`config.mk`:
```
export PLATFORM = sky130hd
export DESIGN_NAME = multi_cycle_control_unit
export DESIGN_NICKNAME = d
export VERILOG_FILES = /design/src/rtl/rv32i_pkg.sv /design/src/rtl/instr_decoder.sv /design/src/rtl/multi_cycle_control_unit.sv
export SDC_FILE = /design/constraint.sdc
export NUM_CORES = 1
export LEC_CHECK = 0
export CORE_MARGIN = 2
export CORE_UTILIZATION = 30
export CTS_CLUSTER_SIZE = 28
export DETAILED_ROUTE_END_ITERATION = 6
export GPL_TIMING_DRIVEN = 0
export PLACE_DENSITY = 0.8
export SYNTH_ARGS = -nofsm -noshare
export SYNTH_HDL_FRONTEND = slang
export SYNTH_SLANG_ARGS = --single-unit
```
`constraint.sdc`:
```
create_clock -name clk -period 2.2 [get_ports clk]
set_input_delay 0.44 -clock clk [delete_from_list [all_inputs] [get_ports clk]]
set_output_delay 0.44 -clock clk [all_outputs]
set_load 0.05 [all_outputs]
```
`src/rtl/rv32i_pkg.sv`:
```
// rv32i_pkg
// Shared RV32I definitions for the multi-cycle control path: base opcodes,
// ALU operation codes, the control FSM state enum, the register-file
// write-data source enum and the decoded instruction class.
package rv32i_pkg;

   localparam int ALU_CTRL_W_DEF = 4;

   localparam logic [6:0] OP_R     = 7'b0110011;
   localparam logic [6:0] OP_I     = 7'b0010011;
   localparam logic [6:0] OP_L     = 7'b0000011;
   localparam logic [6:0] OP_S     = 7'b0100011;
   localparam logic [6:0] OP_B     = 7'b1100011;
   localparam logic [6:0] OP_LUI   = 7'b0110111;
   localparam logic [6:0] OP_AUIPC = 7'b0010111;
   localparam logic [6:0] OP_JAL   = 7'b1101111;
   localparam logic [6:0] OP_JALR  = 7'b1100111;

   // {instr[30], funct3}
   localparam logic [3:0] ALU_ADD  = 4'b0000;
   localparam logic [3:0] ALU_SUB  = 4'b1000;
   localparam logic [3:0] ALU_SLL  = 4'b0001;
   localparam logic [3:0] ALU_SLT  = 4'b0010;
   localparam logic [3:0] ALU_SLTU = 4'b0011;
   localparam logic [3:0] ALU_XOR  = 4'b0100;
   localparam logic [3:0] ALU_SRL  = 4'b0101;
   localparam logic [3:0] ALU_SRA  = 4'b1101;
   localparam logic [3:0] ALU_OR   = 4'b0110;
   localparam logic [3:0] ALU_AND  = 4'b0111;

   typedef enum logic [2:0] {
      ST_FETCH   = 3'd0,
      ST_DECODE  = 3'd1,
      ST_EXECUTE = 3'd2,
      ST_MEM     = 3'd3,
      ST_WB      = 3'd4
   } state_t;

   typedef enum logic [2:0] {
      WD_ALU    = 3'd0,
      WD_DMEM   = 3'd1,
      WD_IMM    = 3'd2,
      WD_PC_IMM = 3'd3,
      WD_PC_4   = 3'd4
   } rf_wd_src_t;

   typedef enum logic [3:0] {
      CLS_R, CLS_I, CLS_L, CLS_S, CLS_B,
      CLS_LUI, CLS_AUIPC, CLS_JAL, CLS_JALR, CLS_ILL
   } instr_class_t;

endpackage

```
`src/rtl/instr_decoder.sv`:
```
// instr_decoder
// Combinational RV32I classifier. Maps the instruction word to its opcode
// class, an illegal-opcode flag and the 4-bit ALU operation code.
//   instr_code  in   32  instruction register contents
//   instr_class out      decoded class (CLS_ILL for unknown opcodes)
//   illegal     out  1   opcode not recognised
//   alu_ctrl    out  4   {instr[30], funct3} style ALU code
module instr_decoder
   import rv32i_pkg::*;
(
   input  logic [31:0]  instr_code,
   output instr_class_t instr_class,
   output logic         illegal,
   output logic [3:0]   alu_ctrl
);

   logic [2:0] funct3;
   logic       bit30;
   logic       unused_fields;

   assign funct3 = instr_code[14:12];
   assign bit30  = instr_code[30];
   assign unused_fields = ^{instr_code[31], instr_code[29:15], instr_code[11:7]};

   always_comb begin
      instr_class = CLS_ILL;
      illegal     = 1'b0;
      alu_ctrl    = ALU_ADD;
      case (instr_code[6:0])
         OP_R: begin
            instr_class = CLS_R;
            alu_ctrl    = {bit30, funct3};
         end
         OP_I: begin
            instr_class = CLS_I;
            // instr[30] is part of the immediate except for the right shifts
            alu_ctrl    = (funct3 == 3'b101) ? {bit30, funct3} : {1'b0, funct3};
         end
         OP_B: begin
            instr_class = CLS_B;
            alu_ctrl    = {1'b0, funct3};
         end
         OP_L:     instr_class = CLS_L;
         OP_S:     instr_class = CLS_S;
         OP_LUI:   instr_class = CLS_LUI;
         OP_AUIPC: instr_class = CLS_AUIPC;
         OP_JAL:   instr_class = CLS_JAL;
         OP_JALR:  instr_class = CLS_JALR;
         default:  illegal     = 1'b1;
      endcase
   end

endmodule

```
`src/rtl/multi_cycle_control_unit.sv`:
```
// multi_cycle_control_unit
// Multi-cycle RV32I control FSM. Sequences every base instruction through
// FETCH/DECODE/EXECUTE and, for loads/stores, MEM (and WB for loads).
// Outputs are decoded combinationally from the state and the instruction.
//   clk, reset        core clock, async active-high reset
//   instrCode         IR contents, stable from DECODE onward
//   dMemReady         data memory completed the current request
//   irWe, pcEn, regFileWe, aluSrcMuxSel, aluControl, rfWdSrcMuxSel,
//   branch, jal, jalr, busReq, busWe   datapath controls
//   illegalInstr      pulse in DECODE for an unknown opcode
//
// state      | meaning
// -----------+---------------------------------------------------------
// ST_FETCH   | load IR
// ST_DECODE  | classify opcode, flag illegal
// ST_EXECUTE | ALU op; non-memory instructions retire here
// ST_MEM     | data-memory access, held until dMemReady when waiting
// ST_WB      | load result written to register file
module multi_cycle_control_unit
   import rv32i_pkg::*;
#(
   parameter int ALU_CTRL_W  = ALU_CTRL_W_DEF,
   parameter bit MEM_WAIT_EN = 1'b1
) (
   input  logic                  clk,
   input  logic                  reset,
   input  logic [31:0]           instrCode,
   input  logic                  dMemReady,
   output logic                  irWe,
   output logic                  pcEn,
   output logic                  regFileWe,
   output logic                  aluSrcMuxSel,
   output logic [ALU_CTRL_W-1:0] aluControl,
   output logic [2:0]            rfWdSrcMuxSel,
   output logic                  branch,
   output logic                  jal,
   output logic                  jalr,
   output logic                  busReq,
   output logic                  busWe,
   output logic                  illegalInstr
);

   state_t       state;
   instr_class_t instr_class;
   logic         dec_illegal;
   logic [3:0]   dec_alu_ctrl;
   logic         mem_done;
   rf_wd_src_t   wd_src;

   instr_decoder u_instr_decoder (
      .instr_code  (instrCode),
      .instr_class (instr_class),
      .illegal     (dec_illegal),
      .alu_ctrl    (dec_alu_ctrl)
   );

   assign mem_done      = !MEM_WAIT_EN || dMemReady;
   assign rfWdSrcMuxSel = wd_src;

   always_ff @(posedge clk or posedge reset) begin
      if (reset) begin
         state <= ST_FETCH;
      end else begin
         case (state)
            ST_FETCH:   state <= ST_DECODE;
            ST_DECODE:  state <= ST_EXECUTE;
            ST_EXECUTE: state <= (instr_class == CLS_L || instr_class == CLS_S) ? ST_MEM : ST_FETCH;
            ST_MEM: begin
               if (mem_done) state <= (instr_class == CLS_L) ? ST_WB : ST_FETCH;
            end
            ST_WB:      state <= ST_FETCH;
            default:    state <= ST_FETCH;
         endcase
      end
   end

   // Reset gates every output so nothing leaks out while state is forced.
   always_comb begin
      irWe         = 1'b0;
      pcEn         = 1'b0;
      regFileWe    = 1'b0;
      aluSrcMuxSel = 1'b0;
      aluControl   = '0;
      wd_src       = WD_ALU;
      branch       = 1'b0;
      jal          = 1'b0;
      jalr         = 1'b0;
      busReq       = 1'b0;
      busWe        = 1'b0;
      illegalInstr = 1'b0;
      if (!reset) begin
         case (state)
            ST_FETCH:  irWe = 1'b1;
            ST_DECODE: illegalInstr = dec_illegal;
            ST_EXECUTE: begin
               aluControl = ALU_CTRL_W'(dec_alu_ctrl);
               case (instr_class)
                  CLS_L, CLS_S: aluSrcMuxSel = 1'b1;
                  CLS_ILL:      pcEn = 1'b1;
                  default: begin
                     pcEn         = 1'b1;
                     regFileWe    = (instr_class != CLS_B);
                     aluSrcMuxSel = (instr_class == CLS_I) || (instr_class == CLS_JALR);
                     branch       = (instr_class == CLS_B);
                     jal          = (instr_class == CLS_JAL);
                     jalr         = (instr_class == CLS_JALR);
                     case (instr_class)
                        CLS_LUI:           wd_src = WD_IMM;
                        CLS_AUIPC:         wd_src = WD_PC_IMM;
                        CLS_JAL, CLS_JALR: wd_src = WD_PC_4;
                        default:           wd_src = WD_ALU;
                     endcase
                  end
               endcase
            end
            ST_MEM: begin
               busReq = 1'b1;
               busWe  = (instr_class == CLS_S);
               pcEn   = (instr_class == CLS_S) && mem_done;
            end
            ST_WB: begin
               regFileWe = 1'b1;
               wd_src    = WD_DMEM;
               pcEn      = 1'b1;
            end
            default: ;
         endcase
      end
   end

endmodule

```
==> results.toml <==
[logic_synthesis]
synth_compound_gate_area_share_pct = 22.6
synth-seq-cells = 3
yosys.area_share.adder_pct = 0
synth_cell_types = 42
synth_fp_nets = 110
ys_warn_count = 0
post_synth.cell_area_avg_um2 = 7.54
netlist_top_cells_area = "dfrtp_1, nor4_1, nor2_1"
muxShareOfSynthArea_pct = 1.77
synth_xor_area_share_pct = 3.10
syn_inst = 75
synth-simple-area-share_pct = 50.4
yosysTopAreaCellShare_pct = 13.3
yosysSeqAreaShare_pct = 13.3
synth_top_family_by_area = "simple AND/OR/NAND/NOR gates"
synth_area_leader_cell = "dfrtp_1"
synth_area_um2 = 566

[power]
total_power_uw = 616
p_clk_share_pct = 14.9
leakage_nw = 0.482
power_density_mw_per_mm2 = 543
comb_power_share_pct = 69.2
ir_drop_mv = 0.496
power.switching_uw = 277
seqPwrFrac_pct = 15.9
switching_share_pct = 45.0
internal_power_uw = 339

[critical_path]
critPathLaunch = "state[2]$_DFFE_PP0P_"
cp-end-kind = "output port"
path_class = "reg -> out"
cp.required_ns = 1.76
r2r_end = "state[2]$_DFFE_PP0P_"
critPathMaxFanout = 4
arrival_ns = 1.82
crit_end = "aluControl[2]"
timing.rr.start = "state[2]$_DFFE_PP0P_"
start_kind = "register"
r2r_setup_slack_ns = 1.01
worstRegToRegCells = 2

[global_routing]
grt_usage_pct = 18.5
grt-ovfl-total = 0
antenna_found_initial = 0
grt_pass1_vias = 684
grt_max_degree = 11
grt_first_pass_wirelength_um = 2990

[place]
place_inst = 128
place.port_buffers = 28
dp_worst_setup_slack_ns = -1.18
gp_congestion = 0.779
dpl.hpwl_um = 1340
placed_area_um2 = 960

[run_status]
status = "finished with violations"
violations = "negative setup slack"

[floorplan]
initial_utilization_pct = 32.4
die_w_um = 47.4
fp.dieArea_mm2 = 0.00225
io_pins = 52
die_h_um = 47.4
rows = 15
coreArea_mm2 = 0.00175

[route]
wire_per_inst_um = 13.1
routed_wl_um = 1940
drt_iter0_drc = 8
ant_nets = 0
vias = 775
drc = 0
firstDrtPassIters = 3
viasPerCell = 5.24

[timing]
max_slew_margin_pct = 67.8
final_max_slew_viol_count = 0
hold-worst-slack_ns = 0.180
rsz0062_at_grt = "true"
setup_viol = 4
worstMarginPinSlew_ns = 0.484
fmax_ghz = 0.442
fin_crit_ns = 2.26
fin_crit_sh_pct = 103
fin_ws_ns = -0.0615
finalClockSkew_ns = 0.00260
hold_viol = 0

[layout]
nets = 159
stdcell_count = 148
synthToLayoutAreaGrowth_pct = 101
layout_commonest_cell = "buf_4"
reg_top3 = "state x3"
fillCellCount = 161
largest_register_ffs = 3
drive_above_1_share_pct = 54.5
fin_area_mm2 = 0.00113
final_cell_mix = "buf_4, buf_6, nor2_1"
n_antenna_cell = 0
largest_register = "state"

[clock_network]
clk_pin_slew_ns = 0.04
htreeDepth = 1
ctsHoldBuffers = 0
clockBufferDepth = 2
cts_tree = "done"
cts_buffers = 3
worstSkewPairLatency_ns = 0.23
cts-root-buf = "clkbuf_4"
cts_num_sinks = 3

[worst_hold_path]
holdCritPathClass = "in -> async"

[flow_run]
cap_violations = 0
==> power groups by stage <==
stage | combinational (mW) | sequential (mW) | clock (mW)
after CTS | 0.412 | 0.0981 | 0.0967
after global routing | 0.453 | 0.100 | 0.101
final | 0.426 | 0.0979 | 0.0921
after floorplan | 0.270 | 0.0954 | 0
after global placement | 0.357 | 0.0990 | 0
after detailed placement | 0.362 | 0.101 | 0
==> cell families after synthesis <==
family          Yosys count
simple gates             43
compound gates           15
buf+inv                  11
flops                     3
xor+xnor                  2
mux                       1
==> per-stage QoR <==
| stage | setup TNS, ns | util [%] |
|---|---|---|
| 4_1_cts | -0.211 | 62.2 |
| 2_1_floorplan | -1.36 | - |
| 3_5_place_dp | -15.34 | 55.0 |
| 6_report | -0.189 | 65.0 |
| 5_1_grt | -0.485 | 65.0 |
| 3_3_place_gp | -14.85 | 55.0 |
==> cell type report <==
class | count | area [um2] | share of cell area, %
multi-input combinational | 61 | 542 | 47.7
inverter | 4 | 15.0 | 1.32
sequential | 3 | 77.6 | 6.84
tap | 25 | 31.3 | 2.76
buffer | 6 | 77.6 | 6.84
clock buffer | 4 | 26.3 | 2.32
timing repair buffer | 45 | 365 | 32.2
==> per-layer routing <==
| layer | global-route usage (%) | wire length [um] |
|---|---|---|
| met3 | 3.77 | 69 |
| met2 | 33.8 | 1060 |
| met1 | 21.4 | 787 |
| met5 | 0 | 0 |
| met4 | 6.11 | 25 |
==> critical path, stage by stage (launching register included) <==
cell and delay, ns:
dfrtp_2 0.43, or4b_4 0.55, a2111oi_4 0.26, and2_1 0.19
buf_6 0.16
==> synth_stat cells <==
cell,number
nor4b_4,1
xor2_1,1
or2_2,1
and2_1,4
nor3_1,2
buf_2,1
nor3b_1,1
xnor2_1,1
a21boi_0,1
a2111oi_2,1
nor2b_1,2
o32ai_1,1
nor4b_1,1
a2111oi_0,1
dfrtp_1,3
nor4_2,1
a221oi_1,1
a21oi_1,1
nand4bb_1,1
inv_1,4
o21bai_1,2
clkbuf_1,4
o22a_1,1
o31ai_1,1
and2b_2,1
or4b_1,1
or2b_1,1
a41o_1,1
a41oi_1,1
nand2b_1,3
nor4_1,5
mux2i_1,1
buf_4,2
a21o_1,1
nor2_1,7
a221o_1,1
a31oi_1,1
nand4b_1,1
nand4_1,1
nand2_1,2
nand3_1,4
nand3b_1,3
==> worst min path at each step <==
stage | from | to | slack, ns | depth (start not counted)
5_1_grt | reset | state[1]$_DFFE_PP0P_ | 0.18 | 2
4_1_cts | reset | state[1]$_DFFE_PP0P_ | 0.17 | 2
6_report | reset | state[1]$_DFFE_PP0P_ | 0.18 | 2
3_5_place_dp | state[2]$_DFFE_PP0P_ | state[1]$_DFFE_PP0P_ | 0.59 | 1
3_3_place_gp | state[2]$_DFFE_PP0P_ | state[1]$_DFFE_PP0P_ | 0.59 | 1
2_1_floorplan | reset | state[0]$_DFFE_PP0P_ | 0.19 | 1
==> repair_timing <==
item	4_1_cts	5_1_grt
setup buffers	9	8
setup endpoints to repair	17	13
resized for setup	119	12
endpoints found under the hold margin	0	0
pin swaps	11	7
Note: power is estimated with default switching activity, not from simulation.
